File: src/rtl/spi_axis_pkg.sv
// Shared constants and FIFO entry layout for the SPI <-> AXI-Stream bridge.
package spi_axis_pkg;

  localparam int unsigned BYTE_W    = 8;
  localparam int unsigned BIT_CNT_W = 3;

  typedef struct packed {
    logic              last;
    logic [BYTE_W-1:0] data;
  } fifo_entry_t;

endpackage

File: src/rtl/spi_axis_fifo.sv
// Synchronous FIFO of {last, data} entries with an AXI-Stream read side.
module spi_axis_fifo
  import spi_axis_pkg::*;
#(
  parameter int unsigned DEPTH = 16
) (
  input  logic              clk,
  input  logic              rst,
  input  logic              push_i,
  input  logic [BYTE_W-1:0] push_data_i,
  input  logic              push_last_i,
  output logic              full_o,
  output logic [BYTE_W-1:0] m_axis_tdata_o,
  output logic              m_axis_tvalid_o,
  output logic              m_axis_tlast_o,
  input  logic              m_axis_tready_i
);

  localparam int unsigned PTR_W = $clog2(DEPTH);
  localparam int unsigned CNT_W = PTR_W + 1;

  fifo_entry_t          mem_q [DEPTH];
  logic [PTR_W-1:0]     wr_ptr_q, wr_ptr_d;
  logic [PTR_W-1:0]     rd_ptr_q, rd_ptr_d;
  logic [CNT_W-1:0]     count_q, count_d;
  logic                 push_ok;
  logic                 pop;
  fifo_entry_t          head;

  assign full_o          = (count_q == CNT_W'(DEPTH));
  assign m_axis_tvalid_o = (count_q != '0);
  assign push_ok         = push_i && !full_o;
  assign pop             = m_axis_tvalid_o && m_axis_tready_i;

  // Empty FIFO presents zeros so the output is defined straight out of reset.
  assign head           = m_axis_tvalid_o ? mem_q[rd_ptr_q] : '0;
  assign m_axis_tdata_o = head.data;
  assign m_axis_tlast_o = head.last;

  always_comb begin
    wr_ptr_d = wr_ptr_q;
    rd_ptr_d = rd_ptr_q;
    count_d  = count_q;
    if (push_ok) wr_ptr_d = wr_ptr_q + PTR_W'(1);
    if (pop)     rd_ptr_d = rd_ptr_q + PTR_W'(1);
    case ({push_ok, pop})
      2'b10:   count_d = count_q + CNT_W'(1);
      2'b01:   count_d = count_q - CNT_W'(1);
      default: count_d = count_q;
    endcase
  end

  always_ff @(posedge clk or posedge rst) begin
    if (rst) begin
      wr_ptr_q <= '0;
      rd_ptr_q <= '0;
      count_q  <= '0;
    end else begin
      wr_ptr_q <= wr_ptr_d;
      rd_ptr_q <= rd_ptr_d;
      count_q  <= count_d;
    end
  end

  always_ff @(posedge clk) begin
    if (push_ok) begin
      mem_q[wr_ptr_q] <= '{last: push_last_i, data: push_data_i};
    end
  end

endmodule

File: src/rtl/spi_axis_bridge.sv
// SPI mode-0 slave bridging MOSI bytes to M_AXIS (with per-frame TLAST)
// and S_AXIS bytes to MISO, all in the clk domain.
module spi_axis_bridge
  import spi_axis_pkg::*;
#(
  parameter int unsigned       FIFO_DEPTH = 16,
  parameter logic [BYTE_W-1:0] IDLE_MISO  = 8'h00
) (
  input  logic              clk,
  input  logic              rst,
  input  logic              spi_clk,
  input  logic              spi_mosi,
  input  logic              spi_cs_n,
  output logic              spi_miso,
  input  logic [BYTE_W-1:0] s_axis_tdata,
  input  logic              s_axis_tvalid,
  output logic              s_axis_tready,
  input  logic              s_axis_tlast,
  output logic [BYTE_W-1:0] m_axis_tdata,
  output logic              m_axis_tvalid,
  input  logic              m_axis_tready,
  output logic              m_axis_tlast
);

  logic sck_meta_q, sck_sync_q, sck_prev_q;
  logic cs_meta_q, cs_sync_q, cs_prev_q;
  logic mosi_meta_q, mosi_sync_q;

  logic [BYTE_W-1:0]    rx_sr_q, rx_sr_d;
  logic [BIT_CNT_W-1:0] bit_cnt_q, bit_cnt_d;
  logic [BYTE_W-1:0]    pend_q, pend_d;
  logic                 pend_valid_q, pend_valid_d;
  logic                 frame_q, frame_d;
  logic [BYTE_W-1:0]    tx_hold_q, tx_hold_d;
  logic                 tx_hold_valid_q, tx_hold_valid_d;
  logic [BYTE_W-1:0]    tx_sr_q, tx_sr_d;
  logic                 miso_q, miso_d;

  logic              sck_rise, sck_fall, cs_rise, cs_fall;
  logic              rx_en, byte_done, s_hs;
  logic [BYTE_W-1:0] rx_byte;
  logic              push, push_last;
  logic              fifo_full;

  assign sck_rise  = sck_sync_q & ~sck_prev_q;
  assign sck_fall  = ~sck_sync_q & sck_prev_q;
  assign cs_fall   = ~cs_sync_q & cs_prev_q;
  assign cs_rise   = cs_sync_q & ~cs_prev_q;
  // A frame only counts once its CS fall was seen, so a reset mid-frame waits for the next one.
  assign rx_en     = ~cs_sync_q & frame_q;
  assign rx_byte   = {rx_sr_q[BYTE_W-2:0], mosi_sync_q};
  assign byte_done = sck_rise && rx_en && (bit_cnt_q == BIT_CNT_W'(BYTE_W - 1));
  assign s_hs      = s_axis_tvalid & ~tx_hold_valid_q;

  assign s_axis_tready = ~tx_hold_valid_q;
  assign spi_miso      = miso_q;

  // Receive path with one-byte TLAST holdback.
  always_comb begin
    rx_sr_d      = rx_sr_q;
    bit_cnt_d    = bit_cnt_q;
    pend_d       = pend_q;
    pend_valid_d = pend_valid_q;
    frame_d      = frame_q;
    push         = 1'b0;
    push_last    = 1'b0;
    if (cs_fall) begin
      bit_cnt_d = '0;
      frame_d   = 1'b1;
    end else if (cs_rise) begin
      bit_cnt_d    = '0;
      frame_d      = 1'b0;
      push         = pend_valid_q;
      push_last    = 1'b1;
      pend_valid_d = 1'b0;
    end else if (sck_rise && rx_en) begin
      rx_sr_d   = rx_byte;
      bit_cnt_d = bit_cnt_q + BIT_CNT_W'(1);
      if (byte_done) begin
        push         = pend_valid_q;
        pend_d       = rx_byte;
        pend_valid_d = 1'b1;
      end
    end
  end

  // Transmit path; the fall right after a byte boundary must keep the freshly loaded MSB.
  always_comb begin
    tx_hold_d       = tx_hold_q;
    tx_hold_valid_d = tx_hold_valid_q;
    tx_sr_d         = tx_sr_q;
    if (s_hs) begin
      tx_hold_d       = s_axis_tdata;
      tx_hold_valid_d = 1'b1;
    end
    if (cs_fall || byte_done) begin
      if (tx_hold_valid_q) begin
        tx_sr_d         = tx_hold_q;
        tx_hold_valid_d = 1'b0;
      end else begin
        tx_sr_d = IDLE_MISO;
      end
    end else if (sck_fall && rx_en && (bit_cnt_q != '0)) begin
      tx_sr_d = {tx_sr_q[BYTE_W-2:0], 1'b0};
    end
    miso_d = tx_sr_d[BYTE_W-1] & ~cs_meta_q;
  end

  always_ff @(posedge clk or posedge rst) begin
    if (rst) begin
      sck_meta_q      <= 1'b0;
      sck_sync_q      <= 1'b0;
      sck_prev_q      <= 1'b0;
      cs_meta_q       <= 1'b0;
      cs_sync_q       <= 1'b0;
      cs_prev_q       <= 1'b0;
      mosi_meta_q     <= 1'b0;
      mosi_sync_q     <= 1'b0;
      rx_sr_q         <= '0;
      bit_cnt_q       <= '0;
      pend_q          <= '0;
      pend_valid_q    <= 1'b0;
      frame_q         <= 1'b0;
      tx_hold_q       <= '0;
      tx_hold_valid_q <= 1'b0;
      tx_sr_q         <= '0;
      miso_q          <= 1'b0;
    end else begin
      sck_meta_q      <= spi_clk;
      sck_sync_q      <= sck_meta_q;
      sck_prev_q      <= sck_sync_q;
      cs_meta_q       <= spi_cs_n;
      cs_sync_q       <= cs_meta_q;
      cs_prev_q       <= cs_sync_q;
      mosi_meta_q     <= spi_mosi;
      mosi_sync_q     <= mosi_meta_q;
      rx_sr_q         <= rx_sr_d;
      bit_cnt_q       <= bit_cnt_d;
      pend_q          <= pend_d;
      pend_valid_q    <= pend_valid_d;
      frame_q         <= frame_d;
      tx_hold_q       <= tx_hold_d;
      tx_hold_valid_q <= tx_hold_valid_d;
      tx_sr_q         <= tx_sr_d;
      miso_q          <= miso_d;
    end
  end

  spi_axis_fifo #(
    .DEPTH (FIFO_DEPTH)
  ) u_fifo (
    .clk             (clk),
    .rst             (rst),
    .push_i          (push),
    .push_data_i     (pend_q),
    .push_last_i     (push_last),
    .full_o          (fifo_full),
    .m_axis_tdata_o  (m_axis_tdata),
    .m_axis_tvalid_o (m_axis_tvalid),
    .m_axis_tlast_o  (m_axis_tlast),
    .m_axis_tready_i (m_axis_tready)
  );

  logic unused_ok;
  assign unused_ok = &{1'b0, s_axis_tlast, fifo_full};

endmodule

File: config.mk
export PLATFORM = sky130hd
export DESIGN_NAME = spi_axis_bridge
export DESIGN_NICKNAME = d
export VERILOG_FILES = /design/src/rtl/spi_axis_pkg.sv /design/src/rtl/spi_axis_fifo.sv /design/src/rtl/spi_axis_bridge.sv
export SDC_FILE = /design/constraint.sdc
export NUM_CORES = 1
export LEC_CHECK = 0
export BUFFER_PORTS_ARGS = -buffer_cell sky130_fd_sc_hd__buf_4
export CORE_MARGIN = 2
export CORE_UTILIZATION = 65
export CTS_BUF_LIST = sky130_fd_sc_hd__clkbuf_16
export DETAILED_ROUTE_END_ITERATION = 12
export PLACE_DENSITY = 0.95
export SYNTH_ARGS = -nofsm -noshare
export SYNTH_HDL_FRONTEND = slang
export SYNTH_SLANG_ARGS = --single-unit
File: constraint.sdc
create_clock -name clk -period 8.8 [get_ports clk]
set_input_delay 1.32 -clock clk [delete_from_list [all_inputs] [get_ports clk]]
set_output_delay 1.32 -clock clk [all_outputs]
set_load 0.05 [all_outputs]
==> results.sh <==
export IMPL_pin_count=28
export IMPL_die_height_um=118
export IMPL_yosys_warnings=0
export IMPL_wire_length_of_the_first_global_routing_pass_um=25800
export IMPL_whs_path_depth=0
export IMPL_largest_family_of_logic_cells_by_synthesized_area="multiplexers"
export IMPL_combPwrFrac=0.234
export IMPL_cts_made_buffers=20
export IMPL_yosys_area_share_xor_xnor=0.0104
export IMPL_drt_first_pass_iters=5
export IMPL_clock_latency_ps=480
export IMPL_rr_worst_depth=10
export IMPL_initial_core_util=0.667
export IMPL_synth_area_mux_share=0.169
export IMPL_synthAdderAreaFrac=0.0208
export IMPL_numPlacedInstances=643
export IMPL_synth_area_per_cell_um2=18.1
export IMPL_switching_power_total_mw=0.725
export IMPL_drt_wirelength_per_cell_um=24.4
export IMPL_drt_wl_total_um=16500
export IMPL_critPathArrivalTime_ps=2800
export IMPL_hold_class="reg -> reg"
export IMPL_clock_fmax_mhz=243
export IMPL_worst_pin_slew_ps=950
export IMPL_synth_top_cell_area_share=0.514
export IMPL_worstPathRequired_ps=7480
export IMPL_setup_total_negative_slack_ps=0
export IMPL_grt_overflow=0
export IMPL_drt_initial_drc_count=399
export IMPL_startpoint_of_the_lowest_slack_hold_path="sck_meta_q$_DFF_PP0_"
export IMPL_cts_setup_buffers=0
export IMPL_io_buffers=26
export IMPL_yosysSeqAreaShare=0.690
export IMPL_route_detailed_vias_per_inst=6.44
export IMPL_max_cap_viols=0
export IMPL_num_antenna_cells=0
export IMPL_post_route_period_util=0.468
export IMPL_grt_start_max_net_pins=60
export IMPL_finalSetupViolations=0
export IMPL_ff2ff_setup_slack_ps=4900
export IMPL_holdPathEnd="sck_sync_q$_DFF_PP0_"
export IMPL_regToRegEndpoint="u_fifo.count_q[4]$_DFFE_PP0P_"
export IMPL_remaining_drc_errors=0
export IMPL_synth_ff_type="sky130_fd_sc_hd__edfxtp_1"
export IMPL_finish_cell_count_without_fillers=678
export IMPL_postCtsResizedCells=0
export IMPL_synthSimpleGateAreaFrac=0.0485
export IMPL_synth_lib_cells_used_distinct=48
export IMPL_num_rows=41
export IMPL_floorplan_die_area_um2=13900
export IMPL_ctsLongestPathBuffers=3
export IMPL_final_min_clock_period_ps=4120
export IMPL_ys_async_sr_fraction=0.291
export IMPL_initial_antenna_violation_count=1
export IMPL_cellLeakagePower_nw=3.44
export IMPL_final_util=0.734
export IMPL_timing_hold_violations_final=0
export IMPL_fraction_of_power_consumed_by_sequential_logic=0.460
export IMPL_syn_cell_area_um2=8410
export IMPL_timing_critical_path_from_type="register"
export IMPL_gp_congestion=0.738
export IMPL_total_power_mw=2.47
export IMPL_intPower_mw=1.74
export IMPL_first_global_vias=4590
export IMPL_vias=4368
export IMPL_synth_fp_nets=495
export IMPL_clock_sink_count=203
export IMPL_crit_fanout=39
export IMPL_clock_tree_root_cell="sky130_fd_sc_hd__clkbuf_16"
export IMPL_yosys_top_cells_area="sky130_fd_sc_hd__edfxtp_1, sky130_fd_sc_hd__dfrtp_1, sky130_fd_sc_hd__mux4_1"
export IMPL_synth_edf_count=144
export IMPL_post_route_cells_drive_above_1_share=0.225
export IMPL_yosysTopAreaCell="sky130_fd_sc_hd__edfxtp_1"
export IMPL_fin_hold_ws_ps=353
export IMPL_core_um2=12600
export IMPL_criticalPathCategory="reg -> out"
export IMPL_peakVddDrop_mv=0.153
export IMPL_clock_power_share=0.307
export IMPL_tritoncts="built"
export IMPL_finalMaxSlewViolations=0
export IMPL_relSlewSlack=0.358
export IMPL_synth_compound_gate_area_share=0.0342
export IMPL_rsz_0062_raised_after_global_routing="false"
export IMPL_status="complete, no violations"
export IMPL_worst_r2r_startpoint="cs_sync_q$_DFF_PP0_"
export IMPL_grt_total_usage=0.245
export IMPL_power_per_cell_area_nw_per_um2=267
export IMPL_postCtsHoldBufs=0
export IMPL_power_switching_fraction=0.294
export IMPL_clk_transition_reported_paths_ps=60
export IMPL_synthesized_flop_and_latch_total=203
export IMPL_drtAntennaViolNets=0
export IMPL_cts_htree_levels=1
export IMPL_flow_area_growth_from_synthesis_pct=10.1
export IMPL_gate_count_post_synth=465
export IMPL_cp_capture_type="output port"
export IMPL_final_net_count=523
export IMPL_detailedPlacementHpwl_um=9720
export IMPL_chipWidth_um=118
export IMPL_fin_worst_skew_ps=9.02
==> per-layer routing <==
metal,part of all wire,GRT usage,vias up
li1,-,-,1896
met1,0.37,0.322,2194
met2,0.52,0.417,245
met3,0.080,0.0446,33
met4,0.026,0.0904,0
met5,0,0,-
==> worst max path at each step <==
stage	from	slack, ps	cells past startpoint	to
after detailed placement	cs_sync_q$_DFF_PP0_	5020	10	u_fifo.count_q[4]$_DFFE_PP0P_
after global routing	u_fifo.rd_ptr_q[1]$_DFFE_PP0P_	4580	6	m_axis_tdata[0]
after global placement	u_fifo.rd_ptr_q[1]$_DFFE_PP0P_	5290	6	m_axis_tdata[1]
after floorplan	m_axis_tready	5620	10	u_fifo.count_q[4]$_DFFE_PP0P_
after CTS	u_fifo.rd_ptr_q[1]$_DFFE_PP0P_	4700	6	m_axis_tdata[1]
final	u_fifo.rd_ptr_q[1]$_DFFE_PP0P_	4680	6	m_axis_tdata[0]
==> synthesized netlist by cell type, types with 2 or more instances <==
library cell and n:
sky130_fd_sc_hd__nor2_1 4, sky130_fd_sc_hd__o21ai_1 10, sky130_fd_sc_hd__nor2b_1 3, sky130_fd_sc_hd__clkbuf_8 2
sky130_fd_sc_hd__a21oi_1 13, sky130_fd_sc_hd__and3_1 13, sky130_fd_sc_hd__mux2_2 34, sky130_fd_sc_hd__nand3_1 15
sky130_fd_sc_hd__a21o_1 3, sky130_fd_sc_hd__xnor2_1 6, sky130_fd_sc_hd__o21ai_0 15, sky130_fd_sc_hd__and2_1 3
sky130_fd_sc_hd__and4_1 4, sky130_fd_sc_hd__nand2_1 5, sky130_fd_sc_hd__nor4bb_1 3, sky130_fd_sc_hd__nand4b_1 2
sky130_fd_sc_hd__dfrtp_1 59, sky130_fd_sc_hd__edfxtp_1 144, sky130_fd_sc_hd__mux4_1 18, sky130_fd_sc_hd__nand2b_1 3
sky130_fd_sc_hd__buf_4 4, sky130_fd_sc_hd__clkbuf_1 3, sky130_fd_sc_hd__buf_2 10, sky130_fd_sc_hd__ha_1 14
sky130_fd_sc_hd__inv_1 14, sky130_fd_sc_hd__buf_6 4, sky130_fd_sc_hd__mux2i_1 16, sky130_fd_sc_hd__mux4_2 18
sky130_fd_sc_hd__xor2_1 4
==> metrics by stage <==
stage	instance area, um^2	setup slack [ps]
after global placement	8670	5290
final	9260	4680
after detailed placement	8670	5020
after CTS	9260	4700
after global routing	9260	4580
after floorplan	8410	5620
==> worst max-delay path, cell delays in order, from the launching register on <==
cell	delay, ps
sky130_fd_sc_hd__dfrtp_1	350
sky130_fd_sc_hd__buf_4	480
sky130_fd_sc_hd__mux4_1	690
sky130_fd_sc_hd__mux2_2	310
sky130_fd_sc_hd__o21ai_1	130
sky130_fd_sc_hd__a21oi_1	90
sky130_fd_sc_hd__buf_4	250
==> state kept, by name, summed over array words and instances, names as in the netlist, 3 cells and up <==
name / flops
bit_cnt_q: 3
pend_q: 8
rx_sr_q: 7
tx_hold_q: 8
tx_sr_q: 8
u_fifo.count_q: 5
u_fifo.mem_q: 144
u_fifo.rd_ptr_q: 4
u_fifo.wr_ptr_q: 4
==> power by group through the flow <==
stage	logic [mW]	registers [mW]	clock network [mW]
CTS	0.579	1.13	0.763
floorplan	0.499	1.12	0
global route	0.617	1.14	0.804
detailed placement	0.568	1.15	0
finish	0.577	1.14	0.758
global placement	0.546	1.15	0
==> layout make-up <==
cell class / instances / area (um^2)
flip-flops and latches: 203 / 5800
fillers: 706 / 3360
multi-input cells: 224 / 2380
clock buffers: 21 / 526
repair buffers: 30 / 225
well taps: 172 / 215
clock inverters: 14 / 60.1
inverters: 14 / 52.6
==> logic make-up (layout without fill, tap and decap cells) <==
group | count (synthesis) | after routing
DFF | 203 | 203
and+or+nand+nor | 64 | 64
xor gates and xnor gates | 10 | 10
adders and majority gates | 14 | 14
muxes | 86 | 86
AOI/OAI and AO/OA | 50 | 50
buffers and inverters | 38 | 79
==> cells in the final DEF (no fill, tap or decap), types with 2 or more instances in the layout <==
cell type,count
sky130_fd_sc_hd__xor2_1,4
sky130_fd_sc_hd__edfxtp_1,144
sky130_fd_sc_hd__nand4b_1,2
sky130_fd_sc_hd__a21o_1,3
sky130_fd_sc_hd__mux4_1,18
sky130_fd_sc_hd__nand2_1,5
sky130_fd_sc_hd__mux2i_1,16
sky130_fd_sc_hd__and2_1,3
sky130_fd_sc_hd__buf_4,30
sky130_fd_sc_hd__nor2b_1,3
sky130_fd_sc_hd__dfrtp_1,59
sky130_fd_sc_hd__nor2_1,4
sky130_fd_sc_hd__a21oi_1,13
sky130_fd_sc_hd__nand3_1,15
sky130_fd_sc_hd__nand2b_1,3
sky130_fd_sc_hd__nor4bb_1,3
sky130_fd_sc_hd__xnor2_1,6
sky130_fd_sc_hd__and3_1,13
sky130_fd_sc_hd__o21ai_1,10
sky130_fd_sc_hd__ha_1,14
sky130_fd_sc_hd__mux2_2,34
sky130_fd_sc_hd__clkinv_1,4
sky130_fd_sc_hd__clkinv_2,3
sky130_fd_sc_hd__clkbuf_16,21
sky130_fd_sc_hd__mux4_2,18
sky130_fd_sc_hd__o21ai_0,15
sky130_fd_sc_hd__and4_1,4
sky130_fd_sc_hd__inv_1,19
Power figures use the tool's default switching activity.
